**src/rtl/echo_cancel_sequencer_if.sv**
```systemverilog
// echo_cancel_sequencer_if: start/done handshakes, data words and status between the sequencer and the echo-cancellation datapath
interface echo_cancel_sequencer_if #(parameter int CNT_W = 13, DW = 64, ITER_W = 16);
  logic enable;
  logic [CNT_W-1:0] sampling_cycle_counter;
  logic conv_tx_start, conv_tx_done, conv_rx_start, conv_rx_done;
  logic adapt_start, adapt_done, cancel_start, cancel_done;
  logic [DW-1:0] e_data, cancel_data, out_data;
  logic samp_en_cancel, samp_en_adapt, out_load, training, err_timeout, err_overrun;
  logic [ITER_W-1:0] iteration;
  modport master (
    input enable, sampling_cycle_counter, conv_tx_done, conv_rx_done, adapt_done, cancel_done, e_data, cancel_data,
    output conv_tx_start, conv_rx_start, adapt_start, cancel_start, samp_en_cancel, samp_en_adapt,
    output out_data, out_load, training, iteration, err_timeout, err_overrun
  );
  modport slave (
    output enable, sampling_cycle_counter, conv_tx_done, conv_rx_done, adapt_done, cancel_done, e_data, cancel_data,
    input conv_tx_start, conv_rx_start, adapt_start, cancel_start, samp_en_cancel, samp_en_adapt,
    input out_data, out_load, training, iteration, err_timeout, err_overrun
  );
endinterface

```
**src/rtl/echo_cancel_sequencer.sv**
```systemverilog
// echo_cancel_sequencer: per-sample tx/rx/adapt-or-cancel/out handshake sequencer with warm-up, timeout and overrun status (option CONTINUOUS_ADAPT_EN)
module echo_cancel_sequencer #(
  parameter int CNT_W = 13,
  parameter int DW = 64,
  parameter int WARMUP_A = 2,
  parameter int WARMUP_B = 4,
  parameter int TRAIN_ITERS = 100,
  parameter int ITER_W = 16,
  parameter int TIMEOUT_CYC = 4095
) (
  input logic clk_operation,
  input logic rst,
  echo_cancel_sequencer_if.master bus
);
  localparam int SW = $clog2(WARMUP_B + 2);
  localparam int TW = $clog2(TIMEOUT_CYC + 1);
  typedef enum logic [2:0] {IDLE, TX, RX, ADAPT, CANCEL, OUT} state_t;
  state_t r_state, w_state_n;
  logic r_prev_zero;
  logic [SW-1:0] r_samp_cnt, w_samp_n;
  logic [TW-1:0] r_timer;
  logic w_tick, w_wait, w_done, w_timeout;
  logic w_tx_go, w_rx_go, w_adapt_go, w_cancel_go;
  assign w_tick = (bus.sampling_cycle_counter == '0) && !r_prev_zero;
  assign w_samp_n = (w_tick && r_samp_cnt != SW'(WARMUP_B)) ? r_samp_cnt + 1'b1 : r_samp_cnt;
  always_comb begin
    w_state_n = r_state;
    w_wait = 1'b0;
    w_done = 1'b0;
    w_tx_go = 1'b0;
    w_rx_go = 1'b0;
    w_adapt_go = 1'b0;
    w_cancel_go = 1'b0;
    case (r_state)
      IDLE: begin
        w_tx_go = w_tick && bus.enable;
        w_state_n = w_tx_go ? TX : IDLE;
      end
      TX: begin
        w_wait = 1'b1;
        w_done = bus.conv_tx_done;
        w_rx_go = w_done;
        w_state_n = w_done ? RX : TX;
      end
      RX: begin
        w_wait = 1'b1;
        w_done = bus.conv_rx_done;
        w_adapt_go = w_done && bus.training && bus.samp_en_adapt;
        w_cancel_go = w_done && !bus.training;
        w_state_n = w_adapt_go ? ADAPT : w_cancel_go ? CANCEL : w_done ? IDLE : RX;
      end
      ADAPT: begin
        w_wait = 1'b1;
        w_done = bus.adapt_done;
        w_state_n = w_done ? OUT : ADAPT;
      end
      CANCEL: begin
        w_wait = 1'b1;
        w_done = bus.cancel_done;
`ifdef CONTINUOUS_ADAPT_EN
        w_adapt_go = w_done;
        w_state_n = w_done ? ADAPT : CANCEL;
`else
        w_state_n = w_done ? OUT : CANCEL;
`endif
      end
      OUT: w_state_n = IDLE;
      default: w_state_n = IDLE;
    endcase
    w_timeout = w_wait && !w_done && r_timer == TW'(TIMEOUT_CYC - 1);
    if (w_timeout) w_state_n = IDLE;
  end
  always_ff @(posedge clk_operation) begin
    if (rst) begin
      r_state <= IDLE;
      r_prev_zero <= 1'b0;
      r_samp_cnt <= '0;
      r_timer <= '0;
      bus.conv_tx_start <= 1'b0;
      bus.conv_rx_start <= 1'b0;
      bus.adapt_start <= 1'b0;
      bus.cancel_start <= 1'b0;
      bus.samp_en_cancel <= 1'b0;
      bus.samp_en_adapt <= 1'b0;
      bus.out_data <= '0;
      bus.out_load <= 1'b0;
      bus.training <= 1'b1;
      bus.iteration <= '0;
      bus.err_timeout <= 1'b0;
      bus.err_overrun <= 1'b0;
    end else begin
      r_state <= w_state_n;
      r_prev_zero <= bus.sampling_cycle_counter == '0;
      r_samp_cnt <= w_samp_n;
      r_timer <= (w_wait && w_state_n == r_state) ? r_timer + 1'b1 : '0;
      bus.samp_en_cancel <= w_samp_n >= SW'(WARMUP_A);
      bus.samp_en_adapt <= w_samp_n >= SW'(WARMUP_B);
      bus.conv_tx_start <= w_tx_go;
      bus.conv_rx_start <= w_rx_go;
      bus.adapt_start <= w_adapt_go;
      bus.cancel_start <= w_cancel_go;
      bus.out_load <= r_state == OUT;
      if (r_state == ADAPT && w_done) begin
        bus.iteration <= (&bus.iteration) ? bus.iteration : bus.iteration + 1'b1;
        // in run mode ADAPT only follows CANCEL, whose result is the output word
        if (bus.training) bus.out_data <= bus.e_data;
      end
      if (r_state == CANCEL && w_done) bus.out_data <= bus.cancel_data;
      if (r_state == OUT && bus.iteration == ITER_W'(TRAIN_ITERS)) bus.training <= 1'b0;
      if (w_timeout) bus.err_timeout <= 1'b1;
      if (w_tick && r_state != IDLE) bus.err_overrun <= 1'b1;
    end
  end
endmodule

```
**src/flat_wrapper.sv**
```systemverilog
// flat-port wrapper written by rule: the top's interface ports become plain ports
module echo_cancel_sequencer_flat 
#(
  parameter int CNT_W = 13,
  parameter int DW = 64,
  parameter int WARMUP_A = 2,
  parameter int WARMUP_B = 4,
  parameter int TRAIN_ITERS = 100,
  parameter int ITER_W = 16,
  parameter int TIMEOUT_CYC = 4095
)
  (clk_operation, rst, bus_enable, bus_sampling_cycle_counter, bus_conv_tx_done, bus_conv_rx_done, bus_adapt_done, bus_cancel_done, bus_e_data, bus_cancel_data, bus_conv_tx_start, bus_conv_rx_start, bus_adapt_start, bus_cancel_start, bus_samp_en_cancel, bus_samp_en_adapt, bus_out_data, bus_out_load, bus_training, bus_iteration, bus_err_timeout, bus_err_overrun);
  echo_cancel_sequencer_if #(.CNT_W(CNT_W), .DW(DW), .ITER_W(ITER_W)) bus_i ();
  input logic clk_operation;
  input logic rst;
  input wire logic [$bits(bus_i.enable)-1:0] bus_enable;
  input wire logic [$bits(bus_i.sampling_cycle_counter)-1:0] bus_sampling_cycle_counter;
  input wire logic [$bits(bus_i.conv_tx_done)-1:0] bus_conv_tx_done;
  input wire logic [$bits(bus_i.conv_rx_done)-1:0] bus_conv_rx_done;
  input wire logic [$bits(bus_i.adapt_done)-1:0] bus_adapt_done;
  input wire logic [$bits(bus_i.cancel_done)-1:0] bus_cancel_done;
  input wire logic [$bits(bus_i.e_data)-1:0] bus_e_data;
  input wire logic [$bits(bus_i.cancel_data)-1:0] bus_cancel_data;
  output wire logic [$bits(bus_i.conv_tx_start)-1:0] bus_conv_tx_start;
  output wire logic [$bits(bus_i.conv_rx_start)-1:0] bus_conv_rx_start;
  output wire logic [$bits(bus_i.adapt_start)-1:0] bus_adapt_start;
  output wire logic [$bits(bus_i.cancel_start)-1:0] bus_cancel_start;
  output wire logic [$bits(bus_i.samp_en_cancel)-1:0] bus_samp_en_cancel;
  output wire logic [$bits(bus_i.samp_en_adapt)-1:0] bus_samp_en_adapt;
  output wire logic [$bits(bus_i.out_data)-1:0] bus_out_data;
  output wire logic [$bits(bus_i.out_load)-1:0] bus_out_load;
  output wire logic [$bits(bus_i.training)-1:0] bus_training;
  output wire logic [$bits(bus_i.iteration)-1:0] bus_iteration;
  output wire logic [$bits(bus_i.err_timeout)-1:0] bus_err_timeout;
  output wire logic [$bits(bus_i.err_overrun)-1:0] bus_err_overrun;
  assign bus_i.enable = bus_enable;
  assign bus_i.sampling_cycle_counter = bus_sampling_cycle_counter;
  assign bus_i.conv_tx_done = bus_conv_tx_done;
  assign bus_i.conv_rx_done = bus_conv_rx_done;
  assign bus_i.adapt_done = bus_adapt_done;
  assign bus_i.cancel_done = bus_cancel_done;
  assign bus_i.e_data = bus_e_data;
  assign bus_i.cancel_data = bus_cancel_data;
  assign bus_conv_tx_start = bus_i.conv_tx_start;
  assign bus_conv_rx_start = bus_i.conv_rx_start;
  assign bus_adapt_start = bus_i.adapt_start;
  assign bus_cancel_start = bus_i.cancel_start;
  assign bus_samp_en_cancel = bus_i.samp_en_cancel;
  assign bus_samp_en_adapt = bus_i.samp_en_adapt;
  assign bus_out_data = bus_i.out_data;
  assign bus_out_load = bus_i.out_load;
  assign bus_training = bus_i.training;
  assign bus_iteration = bus_i.iteration;
  assign bus_err_timeout = bus_i.err_timeout;
  assign bus_err_overrun = bus_i.err_overrun;
  echo_cancel_sequencer #(.CNT_W(CNT_W), .DW(DW), .WARMUP_A(WARMUP_A), .WARMUP_B(WARMUP_B), .TRAIN_ITERS(TRAIN_ITERS), .ITER_W(ITER_W), .TIMEOUT_CYC(TIMEOUT_CYC)) u_core (.clk_operation(clk_operation), .rst(rst), .bus(bus_i));
endmodule
```
**config.mk**
```make
export PLATFORM = sky130hd
export DESIGN_NAME = echo_cancel_sequencer_flat
export DESIGN_NICKNAME = d
export VERILOG_FILES = /design/src/rtl/echo_cancel_sequencer_if.sv /design/src/rtl/echo_cancel_sequencer.sv /design/src/flat_wrapper.sv
export SDC_FILE = /design/constraint.sdc
export NUM_CORES = 1
export LEC_CHECK = 0
export BUFFER_PORTS_ARGS = -buffer_cell sky130_fd_sc_hd__buf_2
export CAP_MARGIN = 20
export CORE_AREA = 2 2 134 123
export DETAILED_ROUTE_END_ITERATION = 6
export DIE_AREA = 0 0 136 125
export GPL_ROUTABILITY_DRIVEN = 0
export HOLD_SLACK_MARGIN = 0.15
export SYNTH_ARGS = -nofsm -noshare
export SYNTH_HDL_FRONTEND = slang
export SYNTH_SLANG_ARGS = --single-unit
export TNS_END_PERCENT = 1
```
**constraint.sdc**
```tcl
create_clock -name clk_operation -period 3.49 [get_ports clk_operation]
set_input_delay 0 -clock clk_operation [delete_from_list [all_inputs] [get_ports clk_operation]]
set_output_delay 0 -clock clk_operation [all_outputs]
set_load 0.02 [all_outputs]
```
* Word-level counts from Yosys, hierarchy flattened
Index checks and enable logic that the tools add are counted. Widths: inputs -> output; s select.
Storage, ports and cells: input port bits 148, register bits after elaboration 109, output and inout bits 90
Cells by class: muxes and demuxes 15, bitwise operators 5, $add $sub $neg 3, eq/ne operators 9, $lt $le $gt $ge 2, reductions and logical operators 29
Operator list (number):
- $mux 64 | 3
- $add 16x1->16 const B | 1
- $eq 16x7->1 const B | 1
- $reduce_and 16->1 | 1
- $mux 3 | 5
- $pmux 3 s5 | 1
- $logic_and 1x1->1 | 13
- $logic_not 13->1 | 1
- $add 12x1->12 const B | 1
- $eq 12x12->1 const B | 1
- $reduce_or 2->1 | 4
- $eq 3x2->1 const B | 2
- $eq 3x3->1 const B | 2
- $not 1->1 | 5
- $mux 2 | 2
- $pmux 1 s4 | 1
- $reduce_and 2->1 | 2
- $reduce_bool 2->1 | 2
- $reduce_or 4->1 | 1
- $add 3x1->3 const B | 1
- $eq 3x1->1 const B | 1
- $eq 3x3->1 | 1
- $ge 3x2->1 const B | 1
- $ge 3x3->1 const B | 1
- other kinds (5) | 9

* Depth between registers and ports, before layout
depth after elaboration 10, mapped depth 9

* Least setup slack after synthesis
Ideal clock, no wire load.
path kind reg2reg, start register u_core.bus.iteration[1], end register u_core.bus.iteration[13], path buffers 1, clock period less this slack 2115 ps, arrival 1987 ps, slack 1375 ps, library setup time 128 ps, data required time 3362 ps, stages on the path, launching flop included 8, cells stage by stage dfxtp_1 ha_1 nand3_1 or4_4 clkbuf_1 o2111ai_1 xor2_1 nor2_1
On the way: word-level cells in the longest chain between the ends 3
Ends and longest elaborated chain:
- start: declaration | RTL line echo_cancel_sequencer_if.sv:13 | output out_data, out_load, training, iteration, err_timeout, err_overrun
- start signal: assignment | RTL line echo_cancel_sequencer.sv:104 | bus.iteration <= (&bus.iteration) ? bus.iteration : bus.iteration + 1'b1;
- parallel branches: the longest is 3 deep, another holds $add 16x1->16
Several ways; the timed one is not identified. A chain may end at the register's enable or synchronous reset.

* Worst setup path in the final report
start input port bus_sampling_cycle_counter[2], end register u_core.r_timer[8]
On the way: word-level cells in the longest chain between the ends 10
Ends and longest elaborated chain:
- start: declaration | RTL line flat_wrapper.sv:17 | input wire logic [$bits(bus_i.sampling_cycle_counter)-1:0] bus_sampling_cycle_counter;
- $logic_not 13->1 | RTL line echo_cancel_sequencer.sv:24 | assign w_tick = (bus.sampling_cycle_counter == '0) && !r_prev_zero;
- $logic_and 1x1->1 | RTL line echo_cancel_sequencer.sv:24
- $logic_and 1x1->1 | RTL line echo_cancel_sequencer.sv:36 | w_tx_go = w_tick && bus.enable;
- $mux 1 | RTL line echo_cancel_sequencer.sv:37 | w_state_n = w_tx_go ? TX : IDLE;
- $pmux 3 s5 | RTL line echo_cancel_sequencer.sv:34 | case (r_state)
- $mux 3 | RTL line echo_cancel_sequencer.sv:71 | if (w_timeout) w_state_n = IDLE;
- $eq 3x3->1 | RTL line echo_cancel_sequencer.sv:95 | r_timer <= (w_wait && w_state_n == r_state) ? r_timer + 1'b1 : '0;
- $logic_and 1x1->1 | RTL line echo_cancel_sequencer.sv:95
- $not 1->1 (no source line)
- $reduce_or 2->1 (no source line)
- end signal: assignment | RTL line echo_cancel_sequencer.sv:95
- end: declaration | RTL line echo_cancel_sequencer.sv:21 | logic [TW-1:0] r_timer;
Every way passes these cells.

==> impl_metrics.tcl <==
set metrics [dict create \
    crit_required_ps 3700 \
    most_repeated_cell_in_the_gate_level_netlist_after_synthesis "dfxtp_1" \
    crit_slowest_cell "dlygate4sd3_1" \
    vias 5319 \
    vias_in_the_first_global_route 5242 \
    setup_tns_ps 0 \
    crit_path_start_kind "primary input" \
    timing.critical_path.buf_inv 3 \
    hp-start "bus_sampling_cycle_counter[4]" \
    start_util 0.323 \
    synth_enable_flop_cells 0 \
    path_depth_of_the_worst_reg2reg_path 5 \
    grt_start_max_net_pins 97 \
    cts_root_buffer "clkbuf_16" \
    endpoint_kind "register" \
    cpPeakStageDelay_ps 610 \
    nFillCells 1433 \
    max-slew-margin-rel 0.323 \
    post-layout-total-power_uw 2590 \
    power.ir.vdd_worst_v 0.000229 \
    slew_viol_final 0 \
    critical_path_peak_fanout 12 \
    die_area_um2 17000 \
    post_synth_main_area_contributors "dfxtp_1 43%, mux2i_1 13%, a211oi_1 9.5%" \
    reg2reg_slack_ps 790 \
    buffer_ports.inserted 237 \
    criticalPathCategory "primary input to register" \
    drtIter0Drc 190 \
    asyncSetResetFlopFracSynth 0 \
    cts_htree_levels 3 \
    seq_area_frac_synth 0.430 \
    setup_violations 0 \
    pin_count 238 \
    synth.cells.most_frequent "109 x dfxtp_1, 101 x nor2_1, 66 x mux2i_1" \
    grt_setup_unrepaired "false" \
    hold_violations 0 \
    cts-buffers-inserted 9 \
    yosysWarningCount 0 \
    core_um2 15700 \
    synth_top_area_share 0.430 \
    global_route_wire_length_before_repair_mm 25.6 \
    fraction_of_final_layout_cells_sized_beyond_drive_strength_1 0.299 \
    type_of_the_most_critical_hold_path "primary input to register" \
    insertion_delay_ps 350 \
    max_clk_rate_mhz 353 \
    timing_worst_slew_pin_value_ps 1020 \
    cts_tree "done" \
    firstDrtPassIters 6 \
    cts.reportedPaths.clkPinSlew_ps 70 \
    yosys_register_bits 109 \
    leakage_dissipation_uw 0.00381 \
    cts.path.max_buffers 2 \
    antenna_cells 0 \
    congestion_overflow_gr 0 \
    placement_rows 44 \
    dp.final_hpwl_mm 9.52 \
    routed_via_density 4.75 \
    whs_path_depth 6 \
    worst_hold_path.endpoint "u_core.r_samp_cnt[0]" \
    cell_type_contributing_the_most_total_cell_area_after_synthesis "dfxtp_1" \
    layout_min_cycle_time_ps 2830 \
    die_h_um 125 \
    path_common_cell "dlygate4sd3_1" \
    synth_nets 711 \
    critPathArrivalTime_ps 3050 \
    min_period_over_period 0.812 \
    synth_flop_cell "dfxtp_1" \
    layout.core_utilization 0.516 \
    max-cap-violations 0 \
    final_nets 1062 \
    die-width_um 136 \
    worstReg2RegStart "u_core.r_state[1]" \
    critPathTopFamily "buffers and inverters" \
    final.setup_skew_ps 9.95 \
    syn-mean-instance-area_um2 9.12 \
    outcome "finished clean" \
    post_synth_inst_count 557 \
    drc 0 \
    path_cells "dlygate4sd3_1 > buf_2 > or4_4 > dlygate4sd3_1 > nor4_4 > a31oi_1 > o221ai_2 > nor3_1" \
    worstReg2RegEnd "u_core.bus.out_data[35]" \
    route.detailed.wl_per_inst_um 14.0 \
    routed_wirelength_mm 15.7 \
    syn-cell-area_um2 5080 \
    post-cts-setup-buffers 0 \
    area_growth_syn_to_fin_pct 60.1 \
    clock_sinks 109 \
    ant_nets 0 \
    power_per_cell_area_nw_per_um2 319 \
    synth.lib_cells_used.distinct 50 \
    grt_antenna_before_repair 0 \
    globalRouteTotalUtil 0.186 \
]
## final cells by class
type	instances	area, µm²	area share
clock buffer	10	239	0.0294
inverter	9	33.8	0.00415
sequential	109	2180	0.268
clock inverter	6	76.3	0.00939
timing repair buffer	382	2640	0.325
multi-input combinational	397	2700	0.332
tap	207	259	0.0319
## placed cells by master (no fill, tap or decap), types with 3 or more instances in the layout
master	netlist	final
nor2_1	101	101
dlygate4sd3_1	0	140
nor4_1	6	6
inv_1	9	9
dfxtp_1	109	109
xnor2_1	9	9
a21oi_1	10	10
nand3_1	10	10
mux2i_1	66	66
ha_1	6	6
xor2_1	16	16
nor2b_1	3	3
o2111ai_1	3	3
nor3_1	18	18
or3_1	3	3
nand2_1	19	18
nand4_1	6	6
o21ai_0	11	11
and3_1	4	4
buf_2	16	236
clkbuf_16	0	9
or4_1	4	4
o221ai_1	3	3
nand2b_1	5	5
a211oi_1	64	64
buf_4	0	5
## power breakdown
part	total (µW)	switching (µW)	internal, µW
clock network	1090	496	590
registers	1240	0.00586	1240
logic	263	87.2	176
## per-stage QoR
stage,std cells,hold slack [ps],setup WS (ps),instance area (µm²)
floorplan,557,146,1380,5080
global placement,964,269,1170,6410
detailed placement,964,267,1090,6410
CTS,1120,158,644,8130
global route,1120,230,515,8130
finish,1120,168,656,8130
## state kept, by name, indices dropped and copies added, names as in the netlist
signal                     cells
u_core.r_state                 3
u_core.bus.conv_rx_start       1
u_core.bus.out_data           64
u_core.bus.samp_en_cancel      1
u_core.r_prev_zero             1
u_core.bus.conv_tx_start       1
u_core.bus.out_load            1
u_core.bus.samp_en_adapt       1
u_core.bus.err_overrun         1
u_core.r_timer                12
u_core.bus.cancel_start        1
u_core.bus.adapt_start         1
u_core.r_samp_cnt              3
u_core.bus.training            1
u_core.bus.err_timeout         1
u_core.bus.iteration          16
## how the worst max path moves through the flow
stage / cells after the start / slack (ps) / from / to
global route: 8 / 520 / bus_sampling_cycle_counter[2] / u_core.r_timer[9]
floorplan: 7 / 1380 / u_core.bus.iteration[1] / u_core.bus.iteration[13]
detailed placement: 6 / 1090 / u_core.r_state[1] / u_core.bus.out_data[61]
finish: 8 / 660 / bus_sampling_cycle_counter[2] / u_core.r_timer[8]
global placement: 6 / 1170 / u_core.r_state[1] / u_core.bus.out_data[4]
CTS: 8 / 640 / bus_sampling_cycle_counter[2] / u_core.r_timer[8]
## logic make-up (layout without fill, tap and decap cells)
family	after synthesis	after routing	synth area share
adder cells (fa/ha/maj)	6	6	0.0148
buffers and inverters	51	407	0.0431
AO/OA/AOI/OAI	103	103	0.145
flip-flops	109	109	0.430
multiplexers	69	69	0.137
XOR/XNOR	25	25	0.0431
AND/OR/NAND/NOR	194	194	0.187
## repair_timing
action | in CTS | in global routing
resized for setup | 0 | 0
hold buffers | 140 | 0
endpoints found under the hold margin | 72 | 0
## metal layers
| layer | track usage | part of all wire | wire (µm) | vias to the layer above |
|---|---|---|---|---|
| met4 | 0.0656 | 0.027 | 418 | 0 |
| met2 | 0.326 | 0.49 | 7760 | 179 |
| met5 | 0 | 0 | 0 | - |
| li1 | - | - | - | 2721 |
| met3 | 0.0535 | 0.066 | 1030 | 32 |
| met1 | 0.215 | 0.41 | 6480 | 2387 |
## worst reg2reg max path, stage by stage (launching register included)
cell and delay, ps:
dfxtp_1 700, nand4bb_4 320, buf_4 540, mux2i_1 220, dlygate4sd3_1 600, a211oi_1 250
Power figures use the tool's default switching activity.
